$ cat src/rtl/inst_fetch_queue.sv
// Instruction prefetch queue: issues sequential word fetches, buffers returned instructions with their
// PC and predicted-taken bit, and delivers them in order. A redirect flushes and drops in-flight replies.
module inst_fetch_queue #(
    parameter int                 DEPTH    = 4,
    parameter int                 ADDR_W   = 32,
    parameter int                 DATA_W   = 32,
    parameter logic [ADDR_W-1:0]  RESET_PC = '0
) (
    input  logic              clk,
    input  logic              rst,
    output logic              req_valid_o,
    output logic [ADDR_W-1:0] req_addr_o,
    input  logic              req_ready_i,
    input  logic              resp_valid_i,
    input  logic [DATA_W-1:0] resp_inst_i,
    input  logic              resp_taken_i,
    input  logic              redirect_i,
    input  logic [ADDR_W-1:0] redirect_pc_i,
    output logic              out_valid_o,
    output logic [DATA_W-1:0] out_inst_o,
    output logic [ADDR_W-1:0] out_pc_o,
    output logic              out_taken_o,
    input  logic              out_ready_i
);

    localparam int                PTR_W   = (DEPTH > 1) ? $clog2(DEPTH) : 1;
    localparam int                CNT_W   = PTR_W + 1;
    localparam logic [CNT_W-1:0]  DEPTH_C = CNT_W'(DEPTH);
    localparam logic [ADDR_W-1:0] PC_MASK = ~(ADDR_W'(3));
    localparam logic [ADDR_W-1:0] PC_STEP = ADDR_W'(4);

    function automatic logic [PTR_W-1:0] ptr_inc(input logic [PTR_W-1:0] ptr);
        return ptr + PTR_W'(1);
    endfunction

    logic [ADDR_W-1:0] r_fetch_pc;
    logic [PTR_W-1:0]  r_head;
    logic [PTR_W-1:0]  r_fill;
    logic [PTR_W-1:0]  r_tail;
    logic [CNT_W-1:0]  r_count;
    logic [CNT_W-1:0]  r_outst;
    logic [CNT_W-1:0]  r_drop;
    logic [DEPTH-1:0]  r_filled;
    logic [ADDR_W-1:0] r_pc    [DEPTH];
    logic [DATA_W-1:0] r_inst  [DEPTH];
    logic              r_taken [DEPTH];

    logic              w_req_valid;
    logic              w_issue;
    logic              w_out_valid;
    logic              w_consume;
    logic              w_resp_drop;
    logic              w_resp_fill;
    logic [CNT_W-1:0]  w_redir_drop;
    logic [ADDR_W-1:0] w_redir_pc;
    logic [ADDR_W-1:0] w_fetch_pc_nxt;
    logic [PTR_W-1:0]  w_head_nxt;
    logic [PTR_W-1:0]  w_fill_nxt;
    logic [PTR_W-1:0]  w_tail_nxt;
    logic [CNT_W-1:0]  w_count_nxt;
    logic [CNT_W-1:0]  w_outst_nxt;
    logic [CNT_W-1:0]  w_drop_nxt;

    // Handshake qualification for issue, response and consume.
    always_comb begin
        w_req_valid  = !rst && !redirect_i && (r_count < DEPTH_C) && (r_drop == '0);
        w_issue      = w_req_valid && req_ready_i;
        w_out_valid  = r_filled[r_head] && (r_count != '0);
        w_consume    = w_out_valid && out_ready_i;
        w_resp_drop  = resp_valid_i && (r_drop != '0);
        // A reply with nothing outstanding is a protocol error and is ignored.
        w_resp_fill  = resp_valid_i && (r_drop == '0) && (r_outst != '0);
        w_redir_pc   = redirect_pc_i & PC_MASK;
        if (r_drop != '0) begin
            w_redir_drop = r_outst + r_drop - CNT_W'(resp_valid_i);
        end else begin
            w_redir_drop = r_outst - CNT_W'(w_resp_fill);
        end
    end

    // Next-state for pointers, counters and fetch PC; redirect overrides every other event.
    always_comb begin
        w_fetch_pc_nxt = r_fetch_pc;
        w_head_nxt     = r_head;
        w_fill_nxt     = r_fill;
        w_tail_nxt     = r_tail;
        w_count_nxt    = r_count;
        w_outst_nxt    = r_outst;
        w_drop_nxt     = r_drop;
        if (redirect_i) begin
            w_fetch_pc_nxt = w_redir_pc;
            w_head_nxt     = '0;
            w_fill_nxt     = '0;
            w_tail_nxt     = '0;
            w_count_nxt    = '0;
            w_outst_nxt    = '0;
            w_drop_nxt     = w_redir_drop;
        end else begin
            if (w_issue) begin
                w_fetch_pc_nxt = r_fetch_pc + PC_STEP;
                w_tail_nxt     = ptr_inc(r_tail);
            end else begin
                w_fetch_pc_nxt = r_fetch_pc;
            end
            if (w_resp_fill) begin
                w_fill_nxt = ptr_inc(r_fill);
            end else begin
                w_fill_nxt = r_fill;
            end
            if (w_consume) begin
                w_head_nxt = ptr_inc(r_head);
            end else begin
                w_head_nxt = r_head;
            end
            if (w_resp_drop) begin
                w_drop_nxt = r_drop - CNT_W'(1);
            end else begin
                w_drop_nxt = r_drop;
            end
            w_count_nxt = r_count + CNT_W'(w_issue) - CNT_W'(w_consume);
            w_outst_nxt = r_outst + CNT_W'(w_issue) - CNT_W'(w_resp_fill);
        end
    end

    // Scalar control state.
    always_ff @(posedge clk or posedge rst) begin
        if (rst) begin
            r_fetch_pc <= RESET_PC;
            r_head     <= '0;
            r_fill     <= '0;
            r_tail     <= '0;
            r_count    <= '0;
            r_outst    <= '0;
            r_drop     <= '0;
        end else begin
            r_fetch_pc <= w_fetch_pc_nxt;
            r_head     <= w_head_nxt;
            r_fill     <= w_fill_nxt;
            r_tail     <= w_tail_nxt;
            r_count    <= w_count_nxt;
            r_outst    <= w_outst_nxt;
            r_drop     <= w_drop_nxt;
        end
    end

    // Entry storage; tail, fill and head never alias when their events coincide.
    always_ff @(posedge clk or posedge rst) begin
        if (rst) begin
            r_filled <= '0;
            for (int i = 0; i < DEPTH; i++) begin
                r_pc[i]    <= '0;
                r_inst[i]  <= '0;
                r_taken[i] <= 1'b0;
            end
        end else if (redirect_i) begin
            r_filled <= '0;
        end else begin
            if (w_issue) begin
                r_pc[r_tail]     <= r_fetch_pc;
                r_filled[r_tail] <= 1'b0;
            end
            if (w_resp_fill) begin
                r_inst[r_fill]   <= resp_inst_i;
                r_taken[r_fill]  <= resp_taken_i;
                r_filled[r_fill] <= 1'b1;
            end
            if (w_consume) begin
                r_filled[r_head] <= 1'b0;
            end
        end
    end

    assign req_valid_o = w_req_valid;
    assign req_addr_o  = rst ? '0 : r_fetch_pc;
    assign out_valid_o = w_out_valid;
    assign out_inst_o  = r_inst[r_head];
    assign out_pc_o    = r_pc[r_head];
    assign out_taken_o = r_taken[r_head];

endmodule

$ cat config.mk
export PLATFORM = sky130hd
export DESIGN_NAME = inst_fetch_queue
export DESIGN_NICKNAME = d
export VERILOG_FILES = /design/src/rtl/inst_fetch_queue.sv
export SDC_FILE = /design/constraint.sdc
export NUM_CORES = 1
export LEC_CHECK = 0
export BUFFER_PORTS_ARGS = -buffer_cell sky130_fd_sc_hd__buf_2
export CAP_MARGIN = 20
export CORE_ASPECT_RATIO = 0.6
export CORE_MARGIN = 3
export CORE_UTILIZATION = 30
export CTS_CLUSTER_SIZE = 14
export DETAILED_ROUTE_END_ITERATION = 16
export PLACE_DENSITY_LB_ADDON = 0.2
export SETUP_SLACK_MARGIN = 0.02
export SLEW_MARGIN = 5
export SYNTH_ARGS = -nofsm -noshare
export SYNTH_HDL_FRONTEND = slang
export SYNTH_SLANG_ARGS = --single-unit
$ cat constraint.sdc
create_clock -name clk -period 11.51 [get_ports clk]
set_input_delay 2.302 -clock clk [delete_from_list [all_inputs] [get_ports clk]]
set_output_delay 2.302 -clock clk [all_outputs]
set_load 0.005 [all_outputs]
==> results of run 1 <==
[final cells by class]
| class | count | area [µm²] |
|---|---|---|
| antenna | 1 | 2.50 |
| timing repair buffer | 178 | 928 |
| clock inverter | 11 | 189 |
| tap | 630 | 788 |
| fill | 4579 | 30000 |
| sequential | 301 | 7540 |
| clock buffer | 48 | 975 |
| multi-input combinational | 615 | 6240 |
| inverter | 21 | 86.3 |
[metal layers]
layer	routed length, µm	vias up	global-route usage, %	share of wire [%]
met2	16500	129	22.8	45
met1	17700	4590	21.3	49
met3	1640	48	3.10	4.5
met4	604	2	3.18	1.7
met5	9	-	0	0.025
li1	-	3968	-	-
[sequential cells by signal, indices dropped and copies added, names as in the netlist, 3 cells and up]
| signal | count |
|---|---|
| r_inst | 128 |
| r_pc | 120 |
| r_fetch_pc | 30 |
| r_filled | 4 |
| r_taken | 4 |
| r_count | 3 |
| r_drop | 3 |
| r_outst | 3 |
[power groups by stage]
stage | sequential (mW) | combinational (mW) | clock (mW)
CTS | 1.21 | 0.392 | 1.19
global route | 1.23 | 0.426 | 1.22
floorplan | 1.20 | 0.260 | 0
detailed placement | 1.23 | 0.390 | 0
finish | 1.21 | 0.380 | 1.14
global placement | 1.23 | 0.384 | 0
[cell usage after synthesis (2+ instances only)]
| cell type | count |
|---|---|
| nand2_1 | 47 |
| buf_1 | 2 |
| buf_4 | 10 |
| mux2_2 | 248 |
| nand2b_1 | 2 |
| nand3_1 | 19 |
| nor2b_1 | 32 |
| nor2_2 | 2 |
| a22oi_1 | 3 |
| and2_1 | 8 |
| nand4_1 | 9 |
| or4_1 | 3 |
| mux2i_1 | 7 |
| o211ai_1 | 9 |
| fa_1 | 3 |
| mux4_2 | 64 |
| a31o_2 | 2 |
| inv_1 | 20 |
| a21oi_1 | 11 |
| o311ai_0 | 6 |
| o21ai_0 | 25 |
| and3_1 | 11 |
| dfrtp_1 | 301 |
| clkbuf_1 | 24 |
| a221o_1 | 4 |
| buf_6 | 12 |
| buf_2 | 32 |
| a211oi_1 | 2 |
| xnor2_1 | 7 |
| nor3_1 | 4 |
| o31ai_1 | 2 |
| a21o_1 | 3 |
| xor2_1 | 5 |
| o31a_1 | 2 |
| a31oi_1 | 11 |
| ha_1 | 24 |
| nor2_1 | 24 |
[worst max-delay path, stage by stage]
cell and delay [ns]:
buf_2 0.62, nor3_1 0.15, and2_1 0.17, buf_2 0.14
[worst paths after layout]
check                                from           to  slack (ns)  cells past startpoint
worst max-delay path                  rst  req_valid_o        5.81                      4
worst min-delay path             r_pc[21]     r_pc[21]        0.48                      2
worst max register to register  r_head[0]   r_count[2]        7.57                     11
worst min register to register   r_pc[21]     r_pc[21]        0.48                      2
max in group asynchronous             rst  r_inst[121]        7.70                      3
min in group asynchronous             rst   r_inst[73]        2.38                      2
[stage by stage]
step | power, mW | instance area [µm²] | hold WS, ns | util [%]
floorplan | 1.46 | 14300 | 0.445 | -
finish | 2.73 | 16800 | 0.482 | 35.9
detailed placement | 1.62 | 15600 | 0.475 | 33.4
CTS | 2.79 | 16800 | 0.489 | 35.9
global route | 2.88 | 16800 | 0.511 | 35.9
global placement | 1.62 | 15600 | 0.458 | 33.4
[cells by family (layout without fill, tap and decap cells)]
logic type / count (synthesis) / in the layout / synth area share [%]
fa+ha+maj: 27 / 27 / 2.52
simple gates: 173 / 173 / 6.54
flops: 301 / 301 / 52.6
mux: 319 / 319 / 30.1
compound gates: 80 / 80 / 3.63
xor+xnor: 12 / 12 / 0.735
buf+inv: 101 / 258 / 3.82
other cells: 1 / 5 / 0.0262
==> flow_summary_export.csv, run 1 <==
group,metric,value,unit
outcome,status,"complete, no violations",
drt,drt-initial-drc-count,362,
worst_setup_path,startpoint_type,"input pin",
timing,fin_skew,0.0237,ns
clock_tree,cts_hold_buffers,0,
timing,rsz0062_at_grt,"false",
logic_synthesis,synth_flop_cell,"dfrtp_1",
clock_tree,clock-sinks,301,
timing,fin_crit_sh,49.6,%
timing,setup_tns,0,ns
power_and_ir_drop,power_density,163,nW/µm²
clock_tree,numCtsBuffers,34,
global_route,grt_max_degree,108,
clock_tree,cts_tree,"yes",
clock_tree,path_clk_slew,0.06,ns
timing,drv_slew,0,
drt,wire_per_inst,20.2,µm
clock_tree,root_buffer,"clkbuf_16",
floorplanning,die_y,175,µm
global_route,grt_pass1_wl,57.5,mm
power_and_ir_drop,leakagePower,8.10,nW
timing,tightest_slew,1.00,ns
global_route,antenna_found_initial,2,
timing,relSlewSlack,33.0,%
timing,finalHoldViolCount,0,
floorplanning,die_w,288,µm
logic_synthesis,synth_largest_area_cell,"dfrtp_1",
layout,nNetsFinal,1249,
power_and_ir_drop,seq_power_share,44.5,%
logic_synthesis,avgSynthCellArea,14.1,µm²
power_and_ir_drop,intPower,2.03,mW
worst_setup_path,end_kind,"output pin",
power_and_ir_drop,clkPwrFrac,41.6,%
layout,final_common_cell,"dfrtp_1",
layout,layout_common_cells,"299 x dfrtp_1, 248 x mux2_2, 163 x buf_2, 64 x mux4_2, 47 x nand2_1",
drt,routed-via-count,8737,
logic_synthesis,synth.area.top_cells,"dfrtp_1 53%, mux2_2 20%, mux4_2 10%",
floorplanning,io_pins,170,
worst_setup_path,crit_type,"input pin to output pin",
clock_tree,cts_resized,0,
logic_synthesis,synthCells,1014,
drt,vias_per_cell,4.84,
timing,max_freq,175,MHz
global_route,grt_pass1_vias,9402,
logic_synthesis,syn_area,14300,µm²
placement,hpwl,22.9,mm
worst_setup_path,crit_arrival,3.40,ns
timing,setup_slack,5.81,ns
drt,routed_wl,36.5,mm
logic_synthesis,yosysUniqueCellTypes,51,
worst_setup_path,cp_max_fo,32,
logic_synthesis,synth_top_cell_area_share,52.6,%
placement,gp_congestion,0.736,
timing,setup_viol,0,
logic_synthesis,async_flop_share,100,%
logic_synthesis,ys.warnings.count,0,
timing,fin_crit,5.70,ns
floorplanning,fp-row-count,61,
power_and_ir_drop,ir_worst_vdd,0.0797,mV
power_and_ir_drop,swShare,25.6,%
floorplanning,initial_core_util,30.6,%
global_route,overflow,0,
layout,fin_cells,1805,
hold_path,worstHoldPathType,"register to register",
clock_tree,postCtsSetupBuffers,0,
clock_tree,clk_path_buf_depth,3,
logic_synthesis,synth_edf_count,0,
layout,syn_to_final_growth,17.1,%
global_route,track_usage,14.7,%
clock_tree,clkLatencyLatePin,0.53,ns
job,cap_violations,0,
drt,dr.pass1.iters,4,
drt,drtAntennaViolNets,0,
power_and_ir_drop,power_frac_comb,13.9,%
logic_synthesis,postSynthRegisterBits,301,
placement,io_buffers,163,
logic_synthesis,synth_seq_area_share,52.6,%
drt,drc_errors,0,
clock_tree,h-tree-depth,2,
floorplanning,core_area,46700,µm²
layout,drive_above_1_share,47.7,%
power_and_ir_drop,power.net_switching,698,µW
floorplanning,die_area,50400,µm²
placement,pre_cts_slack,5.69,ns
placement,placed_cells,1745,
worst_setup_path,critPathRequiredTime,9.21,ns
(Power assumes the default switching activity.)
==> inputs of run 2 (changes only) <==
==> constraint.sdc (replaced) <==
create_clock -name clk -period 5.4 [get_ports clk]
set_input_delay 1.08 -clock clk [delete_from_list [all_inputs] [get_ports clk]]
set_output_delay 1.08 -clock clk [all_outputs]
set_load 0.005 [all_outputs]
==> run 2 against run 1 <==
Net effect:
- worst hold slack gained 0.0053 ns
- critical path depth shrank 1
- non-clock buffer count increased by 6
- first-iteration DRC count grew 11%
- clock-buffer cell count shrank 1
- core utilization about the same
- wire length is 0.18% higher
- largest cell class unchanged
- largest power group unchanged
- highest routed layer is now met4
==> flow_summary_export.csv, run 2 (synthesis gave the netlist of run 1 again) <==
group,metric,value,unit
floorplanning,die_area,50400,µm²
layout,drive_above_1_share,48.1,%
timing,drv_slew,0,
power_and_ir_drop,power,5.61,mW
worst_setup_path,ff2ff_setup_slack,2.33,ns
timing,finalHoldViolCount,0,
worst_setup_path,startpoint_type,"register",
placement,hpwl,23.2,mm
timing,setup_viol,0,
floorplanning,die_w,288,µm
hold_path,min_path_cells,2,
power_and_ir_drop,power.net_switching,1.44,mW
job,cap_violations,0,
power_and_ir_drop,clkPwrFrac,39.4,%
floorplanning,die_y,175,µm
layout,nNetsFinal,1251,
layout,top_register,"r_inst",
hold_path,hold_end,"r_pc[53]",
global_route,track_usage,14.6,%
drt,wire_per_inst,20.2,µm
worst_setup_path,cp_slowest_cell,"dfrtp_4",
clock_tree,clock-sinks,301,
worst_setup_path,r2r-start,"r_head[0]",
placement,gp_congestion,0.718,
layout,layout_common_cells,"299 x dfrtp_1, 248 x mux2_2, 163 x buf_2, 64 x mux4_2, 47 x nand2_1",
layout,reg_top3,"r_inst: 128 flops, r_pc: 120 flops, r_fetch_pc: 30 flops",
floorplanning,initial_core_util,30.6,%
timing,fin_crit_sh,68.6,%
drt,dr.pass1.iters,4,
clock_tree,root_buffer,"clkbuf_16",
clock_tree,clk_path_buf_depth,3,
global_route,grt_pass1_vias,9310,
power_and_ir_drop,leakagePower,8.10,nW
power_and_ir_drop,power_frac_comb,14.5,%
power_and_ir_drop,swShare,25.7,%
timing,fin_skew,0.0101,ns
worst_setup_path,end_kind,"output pin",
clock_tree,postCtsSetupBuffers,0,
worst_setup_path,crit_type,"register to output pin",
timing,fin_crit,3.71,ns
clock_tree,cts_hold_buffers,0,
drt,drc_errors,0,
worst_setup_path,path_cells,"buf_4 > mux4_2 > buf_2",
clock_tree,path_clk_slew,0.07,ns
layout,fillerInstances,4563,
timing,max_freq,270,MHz
drt,drtAntennaViolNets,0,
global_route,grt_pass1_wl,57.1,mm
drt,vias_per_cell,4.84,
clock_tree,clkLatencyLatePin,0.57,ns
drt,drt-initial-drc-count,403,
layout,syn_to_final_growth,17.0,%
clock_tree,cts_resized,0,
outcome,status,"complete, no violations",
clock_tree,numCtsBuffers,30,
power_and_ir_drop,power_density,335,nW/µm²
worst_setup_path,cp_max_fo,26,
worst_setup_path,r2r-end,"r_count[2]",
worst_setup_path,critPathRequiredTime,4.32,ns
power_and_ir_drop,seq_power_share,46.1,%
placement,io_buffers,163,
floorplanning,core_area,46700,µm²
hold_path,worstHoldPathType,"register to register",
floorplanning,io_pins,170,
worst_setup_path,crit_arrival,2.63,ns
worst_setup_path,slowest_delay,0.81,ns
power_and_ir_drop,intPower,4.17,mW
global_route,antenna_found_initial,1,
timing,rsz0062_at_grt,"false",
drt,routed_wl,36.6,mm
layout,final_common_cell,"dfrtp_1",
layout,antennaDiodeCount,0,
global_route,grt_max_degree,129,
timing,relSlewSlack,38.1,%
timing,setup_tns,0,ns
drt,routed-via-count,8752,
global_route,overflow,0,
timing,fin_hold_ws,0.487,ns
timing,tightest_slew,0.927,ns
clock_tree,h-tree-depth,1,
worst_setup_path,reg2regPathDepth,10,
floorplanning,fp-row-count,61,
power_and_ir_drop,ir_worst_vdd,0.226,mV
layout,largest_reg_flops,128,
hold_path,hp-start,"r_pc[53]",
clock_tree,cts_tree,"yes",
## run 2: cell count changes in the layout (fill, tap and decap cells not counted), sizes merged
cell	before	now
diode	1	0
bufinv	4	2
clkinv	6	5
inv	22	20
buf	178	184
clkbuf	48	47
clkinvlp	0	3
## run 2: per-layer routing
| metal | vias up | share of wire, % | track usage [%] |
|---|---|---|---|
| met4 | 0 | 1.9 | 3.12 |
| met5 | - | 0 | 0 |
| met3 | 48 | 3.8 | 2.61 |
| li1 | 3969 | - | - |
| met2 | 127 | 45 | 22.4 |
| met1 | 4608 | 50 | 21.6 |
## run 2: worst max-delay path by stage
stage / start / endpoint / slack (ns)
global placement: rst / r_outst[2] / 1.44
floorplan: rst / r_count[0] / 0.07
CTS: r_head[0] / out_pc_o[29] / 1.57
detailed placement: rst / r_outst[2] / 1.43
global route: r_head[0] / out_pc_o[29] / 1.49
finish: r_head[0] / out_pc_o[29] / 1.69
## run 2: stage by stage
step	utilization, %	setup slack [ns]	std cells	instance area [µm²]
after floorplan	-	0.0716	1017	14300
after global placement	33.6	1.44	1751	15700
after detailed placement	33.6	1.43	1751	15700
after CTS	35.8	1.57	1807	16700
after global routing	35.8	1.49	1807	16700
final	35.8	1.69	1807	16700
## run 2: cell type report
cell class	instances	area, µm²	area share, %
flip-flops and latches	301	7540	45.0
well taps	630	788	4.71
repair buffers	184	1040	6.19
clock buffers	47	946	5.65
multi-input cells	615	6240	37.3
inverters	21	82.6	0.493
clock inverters	9	104	0.620
## run 2: critical path: cells and delay by family, from the launching register on
| kind | cells | cell delay (ns) |
|---|---|---|
| buffers and inverters | 2 | 0.60 |
| flip-flops | 1 | 0.81 |
| multiplexers | 1 | 0.62 |
## run 2: power groups by stage
stage                     Sequential (mW)  Clock (mW)  Combinational, mW
after global placement               2.62           0              0.823
after floorplan                      2.55           0              0.555
after CTS                            2.58        2.30              0.836
after global routing                 2.61        2.38              0.910
after detailed placement             2.62           0              0.835
final                                2.59        2.21              0.815
==> inputs of run 3 (changes only) <==
==> constraint.sdc (replaced) <==
create_clock -name clk -period 3.3 [get_ports clk]
set_input_delay 0.66 -clock clk [delete_from_list [all_inputs] [get_ports clk]]
set_output_delay 0.66 -clock clk [all_outputs]
set_load 0.005 [all_outputs]
==> run 3 against run 2 <==
Net effect:
- sequential share of layout area shrank 0.73 points
- cell area grew 1.7%
- register-to-register slack got worse by 1.7 ns
- global-route usage decreased by 0.23 points
- first-iteration DRC count is 12% higher
- clock power increased by 71%
- clock-buffer cell count increased by 6
- core utilization increased by 0.59 points
- die area unchanged
- critical path type unchanged
==> flow_summary_export.csv, run 3 (synthesis gave the netlist of run 1 again) <==
group,metric,value,unit
global_route,grtUsageMet1,20.5,%
worst_setup_path,cp_max_fo,67,
global_route,grt_use_met3,2.84,%
worst_setup_path,critPathRequiredTime,2.64,ns
clock_tree,cts_resized,0,
floorplanning,die_y,175,µm
worst_setup_path,end_kind,"output pin",
clock_tree,clk_path_buf_depth,3,
power_and_ir_drop,ir_worst_vdd,0.256,mV
timing,setup_slack,0.347,ns
clock_tree,h-tree-depth,2,
global_route,antenna_found_initial,0,
timing,finalHoldViolCount,0,
layout,regArea,7540,µm²
layout,layout_common_cells,"299 x dfrtp_1, 248 x mux2_2, 163 x buf_2, 64 x mux4_2, 47 x nand2_1",
worst_setup_path,r2r-start,"r_head[0]",
placement,placed_cells,1762,
outcome,status,"complete, no violations",
worst_setup_path,startpoint_type,"register",
timing,rsz0062_at_grt,"false",
placement,hpwl,22.8,mm
power_and_ir_drop,leakagePower,8.21,nW
drt,wire_per_inst,19.6,µm
layout,final_common_cell,"dfrtp_1",
clock_tree,cts_tree,"yes",
layout,multi_input_area,6240,µm²
worst_setup_path,crit_arrival,2.29,ns
floorplanning,core_area,46700,µm²
layout,largest_reg_flops,128,
clock_tree,clkLatencyLatePin,0.52,ns
timing,fin_crit,2.95,ns
worst_setup_path,crit_type,"register to output pin",
drt,drt-initial-drc-count,453,
timing,setup_tns,0,ns
drt,drc_errors,0,
job,cap_violations,0,
timing,fin_skew,0.0209,ns
layout,drive_above_1_share,48.7,%
layout,syn_to_final_growth,18.9,%
layout,fillerInstances,4538,
placement,gp_congestion,0.716,
clock_tree,clock-sinks,301,
hold_path,hp-start,"redirect_pc_i[17]",
floorplanning,die_w,288,µm
timing,drv_slew,0,
global_route,use_met2,22.8,%
timing,setup_viol,0,
clock_tree,cts_hold_buffers,0,
drt,dr.pass1.iters,5,
drt,drtAntennaViolNets,0,
layout,antennaDiodeCount,0,
timing,relSlewSlack,36.2,%
global_route,grt_pass1_vias,9275,
timing,max_freq,339,MHz
global_route,busiest_layer,"met2",
hold_path,worstHoldPathType,"input pin to register",
clock_tree,path_clk_slew,0.06,ns
clock_tree,postCtsSetupBuffers,0,
layout,top_register,"r_inst",
floorplanning,fp-row-count,61,
drt,routed_wl,35.8,mm
layout,final_area,17000,µm²
layout,reg_top3,"r_inst: 128 flops, r_pc: 120 flops, r_fetch_pc: 30 flops",
clock_tree,numCtsBuffers,34,
layout,nNetsFinal,1266,
clock_tree,root_buffer,"clkbuf_16",
global_route,grt_max_degree,112,
floorplanning,io_pins,170,
placement,pre_cts_slack,0.663,ns
placement,placed_area,15900,µm²
timing,fin_crit_sh,89.5,%
power_and_ir_drop,power,9.35,mW
timing,tightest_slew,0.956,ns
floorplanning,initial_core_util,30.6,%
floorplanning,die_area,50400,µm²
global_route,overflow,0,
drt,routed-via-count,8868,
worst_setup_path,crit_start,"r_head[0]",
power_and_ir_drop,power_density,550,nW/µm²
layout,fin_cells,1822,
drt,vias_per_cell,4.87,
global_route,track_usage,14.4,%
global_route,grt_pass1_wl,56.3,mm
placement,io_buffers,163,
run 3: cell types whose count changed in the layout (fill, tap and decap cells not counted), sizes merged:
cell / previous run / this run
clkinv: 5 / 6
clkbuf: 47 / 53
buf: 184 / 195
bufinv: 2 / 0
clkinvlp: 3 / 2
run 3: worst max-delay path, cell delays in order (launching register included):
cell and delay, ns:
dfrtp_4 0.43, buf_12 0.51, mux4_2 0.64, buf_2 0.15
run 3: routing by layer:
layer / routed length, µm / up-vias
met5: 0 / -
met4: 574 / 0
met3: 1450 / 48
met2: 16900 / 127
met1: 16900 / 4692
li1: - / 4001
run 3: worst paths after layout:
kind / end / slack, ns / depth (start not counted)
max in group asynchronous: r_inst[104] / 1.80 / 4
min in group asynchronous: r_head[1] / 0.52 / 3
worst max-delay path: out_pc_o[7] / 0.35 / 3
worst max register to register: r_count[2] / 0.68 / 10
worst min register to register: r_pc[85] / 0.48 / 2
worst min-delay path: r_fetch_pc[17] / 0.34 / 2
run 3: per-stage QoR:
stage	util [%]	hold WS, ns
3_5_place_dp	34.0	0.471
3_3_place_gp	34.0	0.463
5_1_grt	36.4	0.329
4_1_cts	36.4	0.300
6_report	36.4	0.336
2_1_floorplan	-	0.445
run 3: cell type report:
class,instances,share of cell area (%)
Multi-Input combinational cell,615,36.7
Inverter,21,0.485
Clock inverter,7,0.397
Timing Repair Buffer,195,7.23
Clock buffer,53,6.25
Sequential cell,301,44.3
Tap cell,630,4.63
run 3: where the power goes:
part	switching, mW	internal [mW]
clock network	1.56	2.23
logic	0.605	0.731
registers	0.240	3.98
total	2.41	6.95
